--- src/rtl/byte_to_word_converter_pkg.sv ---
// -----------------------------------------------------------------------------
// byte_to_word_converter_pkg
// Shared byte-lane definitions for the 8<->32 Avalon-MM width bridges.
//   LANE_W       width of a byte-lane index within a 32-bit word
//   NUM_LANES    byte lanes per word
//   LANE_0..3    byte-lane index constants
//   onehot_be()  byteenable pattern selecting a single lane
// -----------------------------------------------------------------------------
package byte_to_word_converter_pkg;

    localparam int LANE_W    = 2;
    localparam int NUM_LANES = 4;
    localparam int BYTE_W    = 8;
    localparam int WORD_W    = BYTE_W * NUM_LANES;

    localparam logic [LANE_W-1:0] LANE_0 = 2'd0;
    localparam logic [LANE_W-1:0] LANE_1 = 2'd1;
    localparam logic [LANE_W-1:0] LANE_2 = 2'd2;
    localparam logic [LANE_W-1:0] LANE_3 = 2'd3;

    function automatic logic [NUM_LANES-1:0] onehot_be(input logic [LANE_W-1:0] lane);
        return 4'b0001 << lane;
    endfunction

endpackage

--- src/rtl/byte_to_word_converter_lane_fifo.sv ---
// -----------------------------------------------------------------------------
// lane_fifo
// Small synchronous FIFO holding the byte-lane index of each outstanding read.
//   clk, rst     clock and synchronous active-high reset (pointers/count only)
//   push         write push_data (ignored when full)
//   push_data    lane index to store
//   pop          discard head entry (ignored when empty)
//   pop_data     head entry, valid whenever !empty
//   full, empty  occupancy flags
//   count        number of stored entries, 0..DEPTH
// -----------------------------------------------------------------------------
module lane_fifo #(
    parameter int WIDTH = 2,
    parameter int DEPTH = 4
) (
    input  logic                     clk,
    input  logic                     rst,
    input  logic                     push,
    input  logic [WIDTH-1:0]         push_data,
    input  logic                     pop,
    output logic [WIDTH-1:0]         pop_data,
    output logic                     full,
    output logic                     empty,
    output logic [$clog2(DEPTH):0]   count
);

    localparam int PW = $clog2(DEPTH);
    localparam int CW = PW + 1;

    logic [WIDTH-1:0] mem [DEPTH];
    logic [PW-1:0]    wr_ptr;
    logic [PW-1:0]    rd_ptr;
    logic             do_push;
    logic             do_pop;

    assign full     = (count == CW'(DEPTH));
    assign empty    = (count == '0);
    assign do_push  = push && !full;
    assign do_pop   = pop && !empty;
    assign pop_data = mem[rd_ptr];

    // Storage carries no reset; only the pointers decide what is valid.
    always_ff @(posedge clk) begin
        if (do_push) begin
            mem[wr_ptr] <= push_data;
        end
    end

    // DEPTH is a power of two, so the pointers wrap by natural overflow.
    always_ff @(posedge clk) begin
        if (rst) begin
            wr_ptr <= '0;
            rd_ptr <= '0;
            count  <= '0;
        end else begin
            if (do_push) begin
                wr_ptr <= wr_ptr + 1'b1;
            end
            if (do_pop) begin
                rd_ptr <= rd_ptr + 1'b1;
            end
            case ({do_push, do_pop})
                2'b10:   count <= count + 1'b1;
                2'b01:   count <= count - 1'b1;
                default: count <= count;
            endcase
        end
    end

endmodule

--- src/rtl/byte_to_word_converter.sv ---
// -----------------------------------------------------------------------------
// byte_to_word_converter
// Upsizing bridge: a byte-wide Avalon-MM master reaches a 32-bit Avalon-MM
// slave. Each byte access becomes one word access with a one-hot byteenable;
// read lanes are queued so returned words are steered back in request order.
//   clk_sys, rst                      clock, synchronous active-high reset
//   addr_in, write_in, writedata_in,
//   read_in                           upstream byte-wide command
//   readdata_out, readdatavalid_out   upstream read response (1-cycle pulse)
//   waitrequest_out                   upstream stall
//   addr_out, write_out,
//   writedata_out, read_out,
//   byteenable_out                    downstream word command (combinational)
//   readdata_in, readdatavalid_in,
//   waitrequest_in                    downstream response / stall
// -----------------------------------------------------------------------------
module byte_to_word_converter
    import byte_to_word_converter_pkg::*;
#(
    parameter int IADDR      = 32,
    parameter int OADDR      = 32,
    parameter int LANE_DEPTH = 4
) (
    input  logic                 clk_sys,
    input  logic                 rst,
    input  logic [IADDR-1:0]     addr_in,
    input  logic                 write_in,
    input  logic [BYTE_W-1:0]    writedata_in,
    input  logic                 read_in,
    output logic [BYTE_W-1:0]    readdata_out,
    output logic                 readdatavalid_out,
    output logic                 waitrequest_out,
    output logic [OADDR-1:0]     addr_out,
    output logic                 write_out,
    output logic [WORD_W-1:0]    writedata_out,
    output logic                 read_out,
    output logic [NUM_LANES-1:0] byteenable_out,
    input  logic [WORD_W-1:0]    readdata_in,
    input  logic                 readdatavalid_in,
    input  logic                 waitrequest_in
);

    logic [IADDR-1:0]              word_addr;
    logic [LANE_W-1:0]             head_lane;
    logic                          fifo_full;
    logic                          fifo_empty;
    logic [$clog2(LANE_DEPTH):0]   fifo_count;
    logic                          push;
    logic                          pop;

    // ---- command path (combinational, zero latency) ----
    assign word_addr      = {addr_in[IADDR-1:LANE_W], {LANE_W{1'b0}}};
    assign addr_out       = OADDR'(word_addr);
    assign byteenable_out = onehot_be(addr_in[LANE_W-1:0]);
    assign writedata_out  = {NUM_LANES{writedata_in}};
    assign write_out      = write_in;

    // A write that collides with a read wins; the read is simply not issued.
    assign read_out        = read_in && !write_in && !fifo_full;
    // Full lane queue stalls only reads; writes need no lane tracking.
    assign waitrequest_out = waitrequest_in || (read_in && fifo_full);

    assign push = read_out && !waitrequest_in;
    // Responses with nothing outstanding (e.g. after reset) are dropped.
    assign pop  = readdatavalid_in && !fifo_empty;

    lane_fifo #(
        .WIDTH (LANE_W),
        .DEPTH (LANE_DEPTH)
    ) u_lane_fifo (
        .clk       (clk_sys),
        .rst       (rst),
        .push      (push),
        .push_data (addr_in[LANE_W-1:0]),
        .pop       (pop),
        .pop_data  (head_lane),
        .full      (fifo_full),
        .empty     (fifo_empty),
        .count     (fifo_count)
    );

    // ---- response stage: registered lane mux ----
    always_ff @(posedge clk_sys) begin
        if (rst) begin
            readdata_out      <= '0;
            readdatavalid_out <= 1'b0;
        end else begin
            readdatavalid_out <= pop;
            if (pop) begin
                readdata_out <= readdata_in[BYTE_W*head_lane +: BYTE_W];
            end
        end
    end

endmodule

--- config.mk ---
export PLATFORM = sky130hd
export DESIGN_NAME = byte_to_word_converter
export DESIGN_NICKNAME = d
export VERILOG_FILES = /design/src/rtl/byte_to_word_converter_pkg.sv /design/src/rtl/byte_to_word_converter_lane_fifo.sv /design/src/rtl/byte_to_word_converter.sv
export SDC_FILE = /design/constraint.sdc
export NUM_CORES = 1
export LEC_CHECK = 0
export ABC_CLOCK_PERIOD_IN_PS = 2700
export CAP_MARGIN = 25
export CORE_MARGIN = 8
export CORE_UTILIZATION = 32
export DETAILED_ROUTE_END_ITERATION = 16
export PLACE_DENSITY = 0.79
export SETUP_SLACK_MARGIN = 0.05
export SLEW_MARGIN = 15
export SYNTH_ARGS = -nofsm -noshare
export SYNTH_HDL_FRONTEND = slang
export SYNTH_HIERARCHICAL = 1
export SYNTH_SLANG_ARGS = --single-unit
--- constraint.sdc ---
create_clock -name clk_sys -period 2.7 [get_ports clk_sys]
set_input_delay 0.54 -clock clk_sys [delete_from_list [all_inputs] [get_ports clk_sys]]
set_output_delay 0.54 -clock clk_sys [all_outputs]
set_load 0.05 [all_outputs]
# Word level (Yosys, flattened, before mapping)
# Memory sizes are Yosys's and may differ from the RTL's. A register that Yosys moved wholly into a read port is not among the register bits.
# Cells that the tools add are included.
# totals
ff_bits	16
ram_bits	8
wordCells	34
n_memories	1
# classes
n_addsub	4
n_eq_ne	3
shift	2
n_mux	5
n_reduce_logical	14
# mem_list
name	depth	width	read_ports	rd_ports_with_merged_regs	wr	line	rtl
u_lane_fifo.mem	4	2	1	1	1	byte_to_word_converter_lane_fifo.sv:30	logic [WIDTH-1:0] mem [DEPTH];
# op_table
op	count
$shiftx 32x6->8	1
$logic_and 1x1->1	7
$pmux 3 s2	1
$add 2x1->2 const B	2
$logic_not 1->1	4
$mux 2	2
$shl 1x2->4 const A	1
$add 3x1->3 const B	1
$eq 3x3->1 const B	1
$logic_not 3->1	1
$sub 3x1->3 const B	1
$eq 2x1->1 const B	1
$eq 2x2->1 const B	1
$mux 1	2
$reduce_bool 2->1	1
$logic_or 1x1->1	1

# Logic depth before layout (Yosys ltp)
# Gate-level depths: netlist of the first run.
# depth
word_depth	7
depth_mapped	12
mapped_depth_nobuf	12

# Modules after synthesis
# Netlist of the first run, hierarchy kept.
# by_module_without_submodules
mod	instances	cells_each	area_per_inst_um2
byte_to_word_converter	1	121	1034.7
lane_fifo	1	64	760.7

# Worst setup path after synthesis of the first run
# OpenSTA, ideal clock, no wires.
# synth_path
path_kind	input to register
startpoint	input port write_in
endpoint	register u_lane_fifo.count[2]
arrival_time_ps	3224
required_time_ps	2630
path_slack_ps	-594
stages	11
n_path_buf	0
path_cell_list	nor3b_1 nor2b_1 inv_1 nor2_1 inv_1 ha_1 inv_1 fa_1 xor2_1 or3_1 a21oi_1
# synth_between
elab_chain_cells	7
elab_cells_between_ends	9
cone_classes	2 x eq/ne; 1 x mux; 6 x reduce/logical
# synth_lines
element	line	rtl
start, declared	byte_to_word_converter.sv:27	input logic write_in,
$logic_not 1->1 *	byte_to_word_converter.sv:59	assign read_out = read_in && !write_in && !fifo_full;
$logic_and 1x1->1 * (2 in series)	byte_to_word_converter.sv:59	
$logic_and 1x1->1 *	byte_to_word_converter.sv:63	assign push = read_out && !waitrequest_in;
named net push	byte_to_word_converter.sv:48	logic push;
$logic_and 1x1->1 *	byte_to_word_converter_lane_fifo.sv:38	assign do_push = push && !full;
$eq 2x1->1 or $eq 2x2->1 (tied branches)	byte_to_word_converter_lane_fifo.sv:62	case ({do_push, do_pop})
$pmux 3 s2 or $reduce_bool 2->1 (tied branches)	--	
end signal, assigned	byte_to_word_converter_lane_fifo.sv:63	2'b10: count <= count + 1'b1;
end signal, assigned	byte_to_word_converter_lane_fifo.sv:64	2'b01: count <= count - 1'b1;
end signal, assigned	byte_to_word_converter_lane_fifo.sv:65	default: count <= count;
end, declared	byte_to_word_converter_lane_fifo.sv:24	output logic [$clog2(DEPTH):0] count
# Mark *: on every way through the listed nets, which the timed path passes. The rest lies on a longest branch.
# A chain may end at the register's enable or synchronous reset.

# Final worst setup path of the first run
# Same ends and word-level chain as after synthesis.

==> impl_metrics.prom, run 1 <==
# TYPE chip_impl_metric gauge
chip_impl_info{name="status",value="complete, no violations"} 1
chip_impl_info{name="ctsRootBufferMaster",value="sky130_fd_sc_hd__clkbuf_8"} 1
chip_impl_metric{name="tightestPinTransition",unit="ps"} 613
chip_impl_metric{name="post-route-cell-area",unit="µm²"} 2110
chip_impl_info{name="critPathLaunchType",value="primary input"} 1
chip_impl_metric{name="totalNegativeSetupSlack",unit="ps"} 0
chip_impl_metric{name="clock_tree.buffer_depth",unit=""} 2
chip_impl_metric{name="multiInputGateArea",unit="µm²"} 659
chip_impl_metric{name="synth_cell_types",unit=""} 29
chip_impl_metric{name="fin_crit_share",unit=""} 0.908
chip_impl_metric{name="stdcell_count",unit=""} 255
chip_impl_metric{name="internal-power",unit="mW"} 0.713
chip_impl_metric{name="clock_buffers_created_by_tritoncts",unit=""} 3
chip_impl_metric{name="power_leakage",unit="nW"} 0.766
chip_impl_metric{name="die_h",unit="µm"} 90.9
chip_impl_metric{name="max-cap-violations",unit=""} 0
chip_impl_info{name="critPathKind",value="primary input to flip-flop"} 1
chip_impl_metric{name="cell_area_after_synthesis",unit="µm²"} 1800
chip_impl_metric{name="postCtsSetupRepairBufs",unit=""} 0
chip_impl_metric{name="drt.antenna.violating_nets",unit=""} 0
chip_impl_metric{name="layout_min_cycle_time",unit="ps"} 2450
chip_impl_metric{name="swShare",unit=""} 0.226
chip_impl_metric{name="timing.reg2reg.worst_path_depth",unit=""} 12
chip_impl_info{name="post_synth_main_area_contributors",value="sky130_fd_sc_hd__buf_4 (27%), sky130_fd_sc_hd__dfxtp_1 (20%), sky130_fd_sc_hd__edfxtp_1 (13%)"} 1
chip_impl_metric{name="postCtsResizedCells",unit=""} 0
chip_impl_info{name="cts_tree",value="done"} 1
chip_impl_metric{name="final_setup_violation_count",unit=""} 0
chip_impl_metric{name="htree_num_levels",unit=""} 1
chip_impl_metric{name="reg2reg_setup_slack",unit="ps"} 300
chip_impl_metric{name="grt_pass1_wl",unit="mm"} 5.95
chip_impl_info{name="reg2reg_from",value="u_lane_fifo/count[2]"} 1
chip_impl_metric{name="grt_antenna_before_repair",unit=""} 0
chip_impl_metric{name="post_dp_cell_area",unit="µm²"} 2040
chip_impl_metric{name="worst_hold_slack",unit="ps"} 456
chip_impl_metric{name="cp.required",unit="ps"} 2890
chip_impl_metric{name="ys_warn_count",unit=""} 6
chip_impl_metric{name="numPortBuffers",unit=""} 55
chip_impl_info{name="rsz0062_at_grt",value="no"} 1
chip_impl_metric{name="clock_latency",unit="ps"} 270
chip_impl_metric{name="power.combinational.fraction",unit=""} 0.205
chip_impl_metric{name="clkPwrFrac",unit=""} 0.343
chip_impl_metric{name="detailedRoute.firstPassIterationCount",unit=""} 4
chip_impl_metric{name="finalWeightedCongestion",unit=""} 0.765
chip_impl_metric{name="clock_skew",unit="ps"} 3.58
chip_impl_metric{name="slew_headroom",unit=""} 0.590
chip_impl_info{name="worst_hold_startpoint",value="readdata_out[5]"} 1
chip_impl_metric{name="layout-area-overhead-vs-synth",unit="%"} 17.6
chip_impl_metric{name="drc",unit=""} 0
chip_impl_metric{name="cts.sink_count",unit=""} 26
chip_impl_info{name="kind_of_path_behind_the_tightest_hold_check",value="flip-flop to flip-flop"} 1
chip_impl_metric{name="via_per_inst",unit=""} 4.38
chip_impl_metric{name="drt_iter0_drc",unit=""} 44
chip_impl_metric{name="share_seq_of_total_power",unit=""} 0.452
chip_impl_metric{name="power_switching",unit="mW"} 0.208
chip_impl_metric{name="ctsHoldBuffers",unit=""} 0
chip_impl_metric{name="first_global_vias",unit=""} 1247
chip_impl_metric{name="timing_max_transition_violations_final",unit=""} 0
chip_impl_metric{name="num-fill-cells",unit=""} 549
chip_impl_metric{name="floorplan.die_area",unit="µm²"} 8260
chip_impl_metric{name="placement_rows",unit=""} 27
chip_impl_metric{name="nets",unit=""} 268
chip_impl_metric{name="via_count",unit=""} 1117
chip_impl_metric{name="dpl.hpwl",unit="mm"} 2.92
chip_impl_metric{name="wire_per_inst",unit="µm"} 13.9
chip_impl_metric{name="vdd_drop_max",unit="V"} 0.000181
chip_impl_metric{name="dieWidth",unit="µm"} 90.9
chip_impl_metric{name="fp.coreArea",unit="µm²"} 5470
chip_impl_metric{name="final-hold-violation-count",unit=""} 0
chip_impl_metric{name="fraction_of_final_layout_cells_sized_beyond_drive_strength_1",unit=""} 0.180
chip_impl_metric{name="syn-mean-instance-area",unit="µm²"} 9.71
chip_impl_metric{name="timing.hold.worst_path_depth",unit=""} 2
chip_impl_metric{name="cp_max_fo",unit=""} 2
chip_impl_metric{name="drt-total-wl",unit="mm"} 3.54
chip_impl_metric{name="clk_pin_slew",unit="ps"} 90
chip_impl_metric{name="fmax",unit="GHz"} 0.408
chip_impl_metric{name="ioPinCount",unit=""} 158
chip_impl_metric{name="yosysTopAreaCellShare",unit=""} 0.272
chip_impl_info{name="cp-startpoint",value="write_in"} 1
chip_impl_metric{name="synth.ff_latch_count",unit=""} 26
chip_impl_metric{name="synth_sequential_area_ratio",unit=""} 0.334
chip_impl_info{name="synth.largest_area_cell",value="sky130_fd_sc_hd__buf_4"} 1
chip_impl_metric{name="diodes",unit=""} 0
chip_impl_metric{name="synth_cells",unit=""} 185
chip_impl_metric{name="aggregate_global_routing_overflow",unit=""} 0
chip_impl_metric{name="grt_util_all_layers",unit=""} 0.0876
chip_impl_metric{name="grt_max_degree",unit=""} 18
chip_impl_metric{name="post-place-cells",unit=""} 251
chip_impl_metric{name="cp_data_arrival_time",unit="ps"} 2640
chip_impl_metric{name="initial_core_util",unit=""} 0.328
chip_impl_metric{name="post-layout-total-power",unit="mW"} 0.921
chip_impl_info{name="endpoint_kind",value="flip-flop"} 1
chip_impl_metric{name="p_per_cell_area",unit="nW/µm²"} 436
chip_impl_metric{name="final-seq-area",unit="µm²"} 601
[registers in the layout, indices dropped and copies added, names as in the netlist, named ones only]
name and flops:
readdatavalid_out 1, u_lane_fifo/count 3, readdata_out 8, u_lane_fifo/mem 8, u_lane_fifo/wr_ptr 2, u_lane_fifo/rd_ptr 2
[kinds of logic (layout without fill, tap and decap cells)]
logic type      count (synthesis)  in the layout  synth area share
fa+ha+maj                       6              6            0.0460
xor+xnor                        3              3            0.0146
buf+inv                        79             76             0.307
other cells                     1              2           0.00209
simple gates                   41             41             0.115
flops                          26             26             0.334
mux                            10             10             0.125
compound gates                 19             19            0.0558
[power by group through the flow]
stage	Combinational (mW)	Clock (mW)	Sequential, mW
after floorplan	0.326	0	0.439
after global placement	0.189	0	0.425
after detailed placement	0.191	0	0.425
after CTS	0.191	0.328	0.416
after global routing	0.203	0.341	0.417
final	0.189	0.316	0.416
[per-stage QoR]
stage          worst slack (ps)  utilization
3_3_place_gp               48.2        0.373
4_1_cts                     245        0.386
6_report                    250        0.386
3_5_place_dp              -34.3        0.373
2_1_floorplan               137            -
5_1_grt                    57.0        0.386
[worst max-delay path: stages]
cell,delay [ps]
sky130_fd_sc_hd__clkdlybuf4s50_1,520
sky130_fd_sc_hd__nor3b_4,60
sky130_fd_sc_hd__nor2b_1,150
sky130_fd_sc_hd__inv_1,60
sky130_fd_sc_hd__nor2_1,50
sky130_fd_sc_hd__inv_1,50
sky130_fd_sc_hd__ha_1,170
sky130_fd_sc_hd__inv_1,60
sky130_fd_sc_hd__fa_1,370
sky130_fd_sc_hd__xor2_1,150
sky130_fd_sc_hd__or3_1,300
sky130_fd_sc_hd__a21oi_1,150
[layout make-up]
| class | count | share of cell area |
|---|---|---|
| Clock buffer | 3 | 0.0196 |
| Clock inverter | 1 | 0.0142 |
| Inverter | 9 | 0.0160 |
| Multi-Input combinational cell | 81 | 0.312 |
| Sequential cell | 26 | 0.285 |
| Tap cell | 72 | 0.0427 |
| Timing Repair Buffer | 63 | 0.311 |
[cells in the final DEF, fill, tap and decap left out]
cell / synthesis / final
sky130_fd_sc_hd__a21o_1: 1 / 1
sky130_fd_sc_hd__a21oi_1: 13 / 13
sky130_fd_sc_hd__and2_1: 5 / 5
sky130_fd_sc_hd__buf_12: 0 / 5
sky130_fd_sc_hd__buf_4: 65 / 10
sky130_fd_sc_hd__bufinv_16: 0 / 1
sky130_fd_sc_hd__clkbuf_8: 0 / 3
sky130_fd_sc_hd__clkdlybuf4s50_1: 0 / 48
sky130_fd_sc_hd__conb_1: 1 / 2
sky130_fd_sc_hd__dfxtp_1: 18 / 18
sky130_fd_sc_hd__edfxtp_1: 8 / 8
sky130_fd_sc_hd__fa_1: 1 / 1
sky130_fd_sc_hd__ha_1: 5 / 5
sky130_fd_sc_hd__inv_1: 8 / 8
sky130_fd_sc_hd__inv_2: 1 / 1
sky130_fd_sc_hd__mux4_2: 10 / 10
sky130_fd_sc_hd__nand2_1: 17 / 17
sky130_fd_sc_hd__nand2b_1: 1 / 1
sky130_fd_sc_hd__nand3b_1: 1 / 1
sky130_fd_sc_hd__nor2_1: 8 / 8
sky130_fd_sc_hd__nor2b_1: 3 / 3
sky130_fd_sc_hd__nor3_2: 1 / 1
sky130_fd_sc_hd__nor3b_2: 1 / 1
sky130_fd_sc_hd__nor3b_4: 0 / 1
sky130_fd_sc_hd__o21ai_0: 4 / 4
sky130_fd_sc_hd__o31ai_1: 1 / 1
sky130_fd_sc_hd__or3_1: 3 / 3
sky130_fd_sc_hd__xor2_1: 3 / 3
[cell usage after synthesis]
cell type	number
sky130_fd_sc_hd__nand2_1	17
sky130_fd_sc_hd__o31ai_1	1
sky130_fd_sc_hd__buf_6	1
sky130_fd_sc_hd__nor2_1	8
sky130_fd_sc_hd__nor3_2	1
sky130_fd_sc_hd__nor3b_2	1
sky130_fd_sc_hd__nor2b_1	3
sky130_fd_sc_hd__nand2b_1	1
sky130_fd_sc_hd__and2_1	5
sky130_fd_sc_hd__nor3b_1	1
sky130_fd_sc_hd__mux4_2	10
sky130_fd_sc_hd__a21oi_1	13
sky130_fd_sc_hd__clkbuf_2	1
sky130_fd_sc_hd__or3_1	3
sky130_fd_sc_hd__conb_1	1
sky130_fd_sc_hd__nand3b_1	1
sky130_fd_sc_hd__inv_1	8
sky130_fd_sc_hd__buf_1	1
sky130_fd_sc_hd__o21ai_0	4
sky130_fd_sc_hd__inv_2	1
sky130_fd_sc_hd__clkbuf_1	1
sky130_fd_sc_hd__xor2_1	3
sky130_fd_sc_hd__fa_1	1
sky130_fd_sc_hd__edfxtp_1	8
sky130_fd_sc_hd__dfxtp_1	18
sky130_fd_sc_hd__buf_4	65
sky130_fd_sc_hd__a21o_1	1
sky130_fd_sc_hd__ha_1	5
sky130_fd_sc_hd__buf_2	1
[path summary, 6_finish.rpt]
kind	end
worst max-delay path	u_lane_fifo/count[2]
worst min register to register	readdata_out[5]
worst min-delay path	readdata_out[5]
worst max register to register	u_lane_fifo/count[2]
[metal layers]
metal / up-vias / wire length (µm) / GRT usage
met3: 9 / 457 / 0.0540
li1: 537 / - / -
met2: 58 / 1550 / 0.138
met4: 0 / 53 / 0.0382
met5: - / 0 / 0
met1: 513 / 1470 / 0.0920
Note: power is estimated with default switching activity, not from simulation.
==> inputs of run 2 (changes only) <==
Settings changed: CORE_ASPECT_RATIO from default to 1.75, PLACE_DENSITY 0.79 to 0.78, SYNTH_HIERARCHICAL 1 to default.
==> run 2 against run 1 <==
Non-clock buffer count decreased by 4. Worst hold slack better by 35 ps. Critical path depth is 2 lower. Design area down 2.1%. Critical path type unchanged. Die area rose by 2.2%. Synthesized cell count increased by 1.1%. Via count grew 6.2%. Combinational power grew to 3.0 times the previous value. First-iteration DRC count down 32%.
==> impl_metrics.prom, run 2 <==
# TYPE chip_impl_metric gauge
chip_impl_metric{name="power.combinational.fraction",unit=""} 0.403
chip_impl_info{name="worst_hold_startpoint",value="readdata_out[4]"} 1
chip_impl_metric{name="worst_hold_slack",unit="ps"} 491
chip_impl_info{name="cts_tree",value="done"} 1
chip_impl_metric{name="vdd_drop_max",unit="V"} 0.000269
chip_impl_info{name="most-common-layout-cells",value="sky130_fd_sc_hd__clkdlybuf4s50_1 (48), sky130_fd_sc_hd__dfxtp_1 (18), sky130_fd_sc_hd__mux2i_1 (16)"} 1
chip_impl_metric{name="grt_util_all_layers",unit=""} 0.0938
chip_impl_metric{name="final-seq-area",unit="µm²"} 601
chip_impl_metric{name="cp_data_arrival_time",unit="ps"} 2550
chip_impl_metric{name="post_dp_cell_area",unit="µm²"} 1990
chip_impl_metric{name="grt_antenna_before_repair",unit=""} 0
chip_impl_metric{name="power_switching",unit="mW"} 0.482
chip_impl_metric{name="cell_area_after_synthesis",unit="µm²"} 1820
chip_impl_metric{name="fraction_of_final_layout_cells_sized_beyond_drive_strength_1",unit=""} 0.105
chip_impl_metric{name="synthArstFlopShare",unit=""} 0
chip_impl_metric{name="numPortBuffers",unit=""} 55
chip_impl_metric{name="fp.coreArea",unit="µm²"} 5540
chip_impl_metric{name="clock_skew",unit="ps"} 7.58
chip_impl_metric{name="clock_tree.buffer_depth",unit=""} 2
chip_impl_metric{name="clk_pin_slew",unit="ps"} 90
chip_impl_info{name="kind_of_path_behind_the_tightest_hold_check",value="flip-flop to flip-flop"} 1
chip_impl_metric{name="first_global_vias",unit=""} 1218
chip_impl_metric{name="via_count",unit=""} 1186
chip_impl_metric{name="synth.ff_latch_count",unit=""} 26
chip_impl_info{name="critPathKind",value="primary input to flip-flop"} 1
chip_impl_metric{name="ioPinCount",unit=""} 158
chip_impl_metric{name="htree_num_levels",unit=""} 1
chip_impl_metric{name="drc",unit=""} 0
chip_impl_metric{name="drt.antenna.violating_nets",unit=""} 0
chip_impl_metric{name="postCtsResizedCells",unit=""} 0
chip_impl_info{name="timing.rr.end",value="u_lane_fifo.count[2]"} 1
chip_impl_metric{name="fin_crit_share",unit=""} 0.870
chip_impl_metric{name="aggregate_global_routing_overflow",unit=""} 0
chip_impl_info{name="synth_ff_type",value="sky130_fd_sc_hd__dfxtp_1"} 1
chip_impl_info{name="netlist_top_cells_count",value="sky130_fd_sc_hd__buf_4 (66), sky130_fd_sc_hd__dfxtp_1 (18), sky130_fd_sc_hd__mux2i_1 (16)"} 1
chip_impl_info{name="ctsRootBufferMaster",value="sky130_fd_sc_hd__clkbuf_8"} 1
chip_impl_info{name="post_synth_main_area_contributors",value="sky130_fd_sc_hd__buf_4 (27%), sky130_fd_sc_hd__dfxtp_1 (20%), sky130_fd_sc_hd__edfxtp_1 (13%)"} 1
chip_impl_metric{name="cp_max_fo",unit=""} 4
chip_impl_metric{name="floorplan.die_area",unit="µm²"} 8450
chip_impl_info{name="synth_most_common_cell",value="sky130_fd_sc_hd__buf_4"} 1
chip_impl_metric{name="slew_headroom",unit=""} 0.656
chip_impl_info{name="path_common_cell",value="sky130_fd_sc_hd__inv_1"} 1
chip_impl_metric{name="clock_buffers_created_by_tritoncts",unit=""} 3
chip_impl_info{name="reg2reg_from",value="u_lane_fifo.count[2]"} 1
chip_impl_metric{name="swShare",unit=""} 0.348
chip_impl_metric{name="totalNegativeSetupSlack",unit="ps"} 0
chip_impl_metric{name="ctsHoldBuffers",unit=""} 0
chip_impl_metric{name="postCtsSetupRepairBufs",unit=""} 0
chip_impl_metric{name="timing.reg2reg.worst_path_depth",unit=""} 10
chip_impl_metric{name="drt_iter0_drc",unit=""} 30
chip_impl_metric{name="cts.sink_count",unit=""} 26
chip_impl_info{name="rsz0062_at_grt",value="no"} 1
chip_impl_info{name="hold_end",value="readdata_out[4]"} 1
chip_impl_metric{name="p_per_cell_area",unit="nW/µm²"} 671
chip_impl_metric{name="ys_warn_count",unit=""} 0
chip_impl_metric{name="syn-mean-instance-area",unit="µm²"} 9.73
chip_impl_metric{name="grt_max_degree",unit=""} 17
chip_impl_metric{name="via_per_inst",unit=""} 4.61
chip_impl_metric{name="dieWidth",unit="µm"} 73.0
chip_impl_metric{name="clkPwrFrac",unit=""} 0.232
chip_impl_metric{name="fmax",unit="GHz"} 0.426
chip_impl_metric{name="die_h",unit="µm"} 116
chip_impl_metric{name="nets",unit=""} 266
chip_impl_metric{name="synth_cells",unit=""} 187
chip_impl_metric{name="drt-total-wl",unit="mm"} 4.01
chip_impl_info{name="endpoint_kind",value="flip-flop"} 1
chip_impl_metric{name="reg2reg_setup_slack",unit="ps"} 550
chip_impl_metric{name="diodes",unit=""} 0
chip_impl_info{name="mostFrequentLayoutCell",value="sky130_fd_sc_hd__clkdlybuf4s50_1"} 1
chip_impl_metric{name="initial_core_util",unit=""} 0.328
chip_impl_metric{name="synth_cell_types",unit=""} 32
chip_impl_metric{name="tightestPinTransition",unit="ps"} 514
chip_impl_metric{name="final_setup_violation_count",unit=""} 0
chip_impl_metric{name="timing.hold.worst_path_depth",unit=""} 2
chip_impl_metric{name="synth_enable_flop_cells",unit=""} 8
chip_impl_metric{name="finalWeightedCongestion",unit=""} 0.778
chip_impl_metric{name="synth_sequential_area_ratio",unit=""} 0.330
chip_impl_metric{name="power_leakage",unit="nW"} 0.787
chip_impl_info{name="critPathLaunchType",value="primary input"} 1
chip_impl_metric{name="internal-power",unit="mW"} 0.904
chip_impl_info{name="layout_top_registers",value="readdata_out (8), u_lane_fifo.mem (8), u_lane_fifo.count (3)"} 1
chip_impl_metric{name="layout_min_cycle_time",unit="ps"} 2350
chip_impl_metric{name="post-route-cell-area",unit="µm²"} 2070
chip_impl_metric{name="grt_pass1_wl",unit="mm"} 6.20
chip_impl_metric{name="multiInputGateArea",unit="µm²"} 652
chip_impl_metric{name="num-fill-cells",unit=""} 548
chip_impl_metric{name="final-hold-violation-count",unit=""} 0
chip_impl_metric{name="detailedRoute.firstPassIterationCount",unit=""} 4
chip_impl_metric{name="share_seq_of_total_power",unit=""} 0.365
chip_impl_info{name="status",value="complete, no violations"} 1
chip_impl_info{name="synth.largest_area_cell",value="sky130_fd_sc_hd__buf_4"} 1
chip_impl_metric{name="timing_max_transition_violations_final",unit=""} 0
chip_impl_info{name="crit_path_top_delay_cell",value="sky130_fd_sc_hd__clkdlybuf4s50_1"} 1
chip_impl_metric{name="slowest_delay",unit="ps"} 490
chip_impl_metric{name="wire_per_inst",unit="µm"} 15.6
chip_impl_metric{name="cp.required",unit="ps"} 2900
chip_impl_metric{name="yosysTopAreaCellShare",unit=""} 0.272
chip_impl_metric{name="max-cap-violations",unit=""} 0
chip_impl_info{name="path_cells",value="clkdlybuf4s50_1 > nand2b_1 > nor3_1 > inv_1 > ha_1 > inv_1 > fa_1 > xor2_1 > or3_1 > a21oi_1"} 1
chip_impl_metric{name="placement_rows",unit=""} 36
chip_impl_metric{name="dpl.hpwl",unit="mm"} 3.24
chip_impl_metric{name="clock_latency",unit="ps"} 270
chip_impl_metric{name="layout-area-overhead-vs-synth",unit="%"} 13.5
-- run 2: cell count changes after synthesis, sizes merged, moves of 8 or more --
cell / delta
nand2: -15
a21oi: -9
o221ai: +8
mux2i: +16
nand3: +9
mux4: -8
-- run 2: cells by family (layout without fill, tap and decap cells) --
kind of cell	count (synthesis)	in the layout	synth area share
buf+inv	79	72	0.314
flops	26	26	0.330
xor+xnor	4	4	0.0193
compound gates	17	17	0.0729
simple gates	36	36	0.104
mux	18	18	0.113
fa+ha+maj	6	6	0.0454
other cells	1	2	0.00206
-- run 2: power groups by stage --
stage               Sequential (mW)  Clock, mW  Combinational [mW]
floorplan                     0.612          0               0.538
finish                        0.506      0.322               0.559
CTS                           0.507      0.330               0.566
global placement              0.515          0               0.552
global route                  0.516      0.344               0.612
detailed placement            0.516          0               0.563
-- run 2: final cells by class --
cell class                      count  area share
Clock buffer                        3      0.0200
Clock inverter                      1      0.0145
Inverter                            9      0.0164
Multi-Input combinational cell     83       0.316
Sequential cell                    26       0.291
Tap cell                           76      0.0460
Timing Repair Buffer               59       0.297
-- run 2: how the worst max path moves through the flow --
stage                              start                   end  slack [ps]  cells past startpoint
finish                          write_in  u_lane_fifo.count[2]         350                     10
global route                    write_in  u_lane_fifo.count[2]         230                     10
CTS                             write_in  u_lane_fifo.count[2]         350                     10
detailed placement              write_in  u_lane_fifo.count[2]          60                     10
global placement                write_in  u_lane_fifo.count[2]         140                     10
floorplan           u_lane_fifo.count[2]  u_lane_fifo.count[2]         530                      9
-- run 2: critical path, delay by kind of cell --
family / cells / cell delay (ps)
buffers and inverters: 3 / 610
adder cells (fa/ha/maj): 2 / 540
AO/OA/AOI/OAI: 1 / 140
XOR/XNOR: 1 / 160
AND/OR/NAND/NOR: 3 / 560
-- run 2: stage by stage --
stage / instances / util / setup slack, ps / total power, mW
3_3_place_gp: 253 / 0.360 / 135 / 1.07
6_report: 257 / 0.373 / 351 / 1.39
3_5_place_dp: 253 / 0.360 / 58.1 / 1.08
5_1_grt: 257 / 0.373 / 227 / 1.47
4_1_cts: 257 / 0.373 / 349 / 1.40
2_1_floorplan: 188 / - / 527 / 1.15
-- run 2: routing by layer --
layer | track usage | part of all wire
met1 | 0.0905 | 0.34
met2 | 0.153 | 0.49
met5 | 0 | 0
met3 | 0.0286 | 0.10
met4 | 0.0901 | 0.065
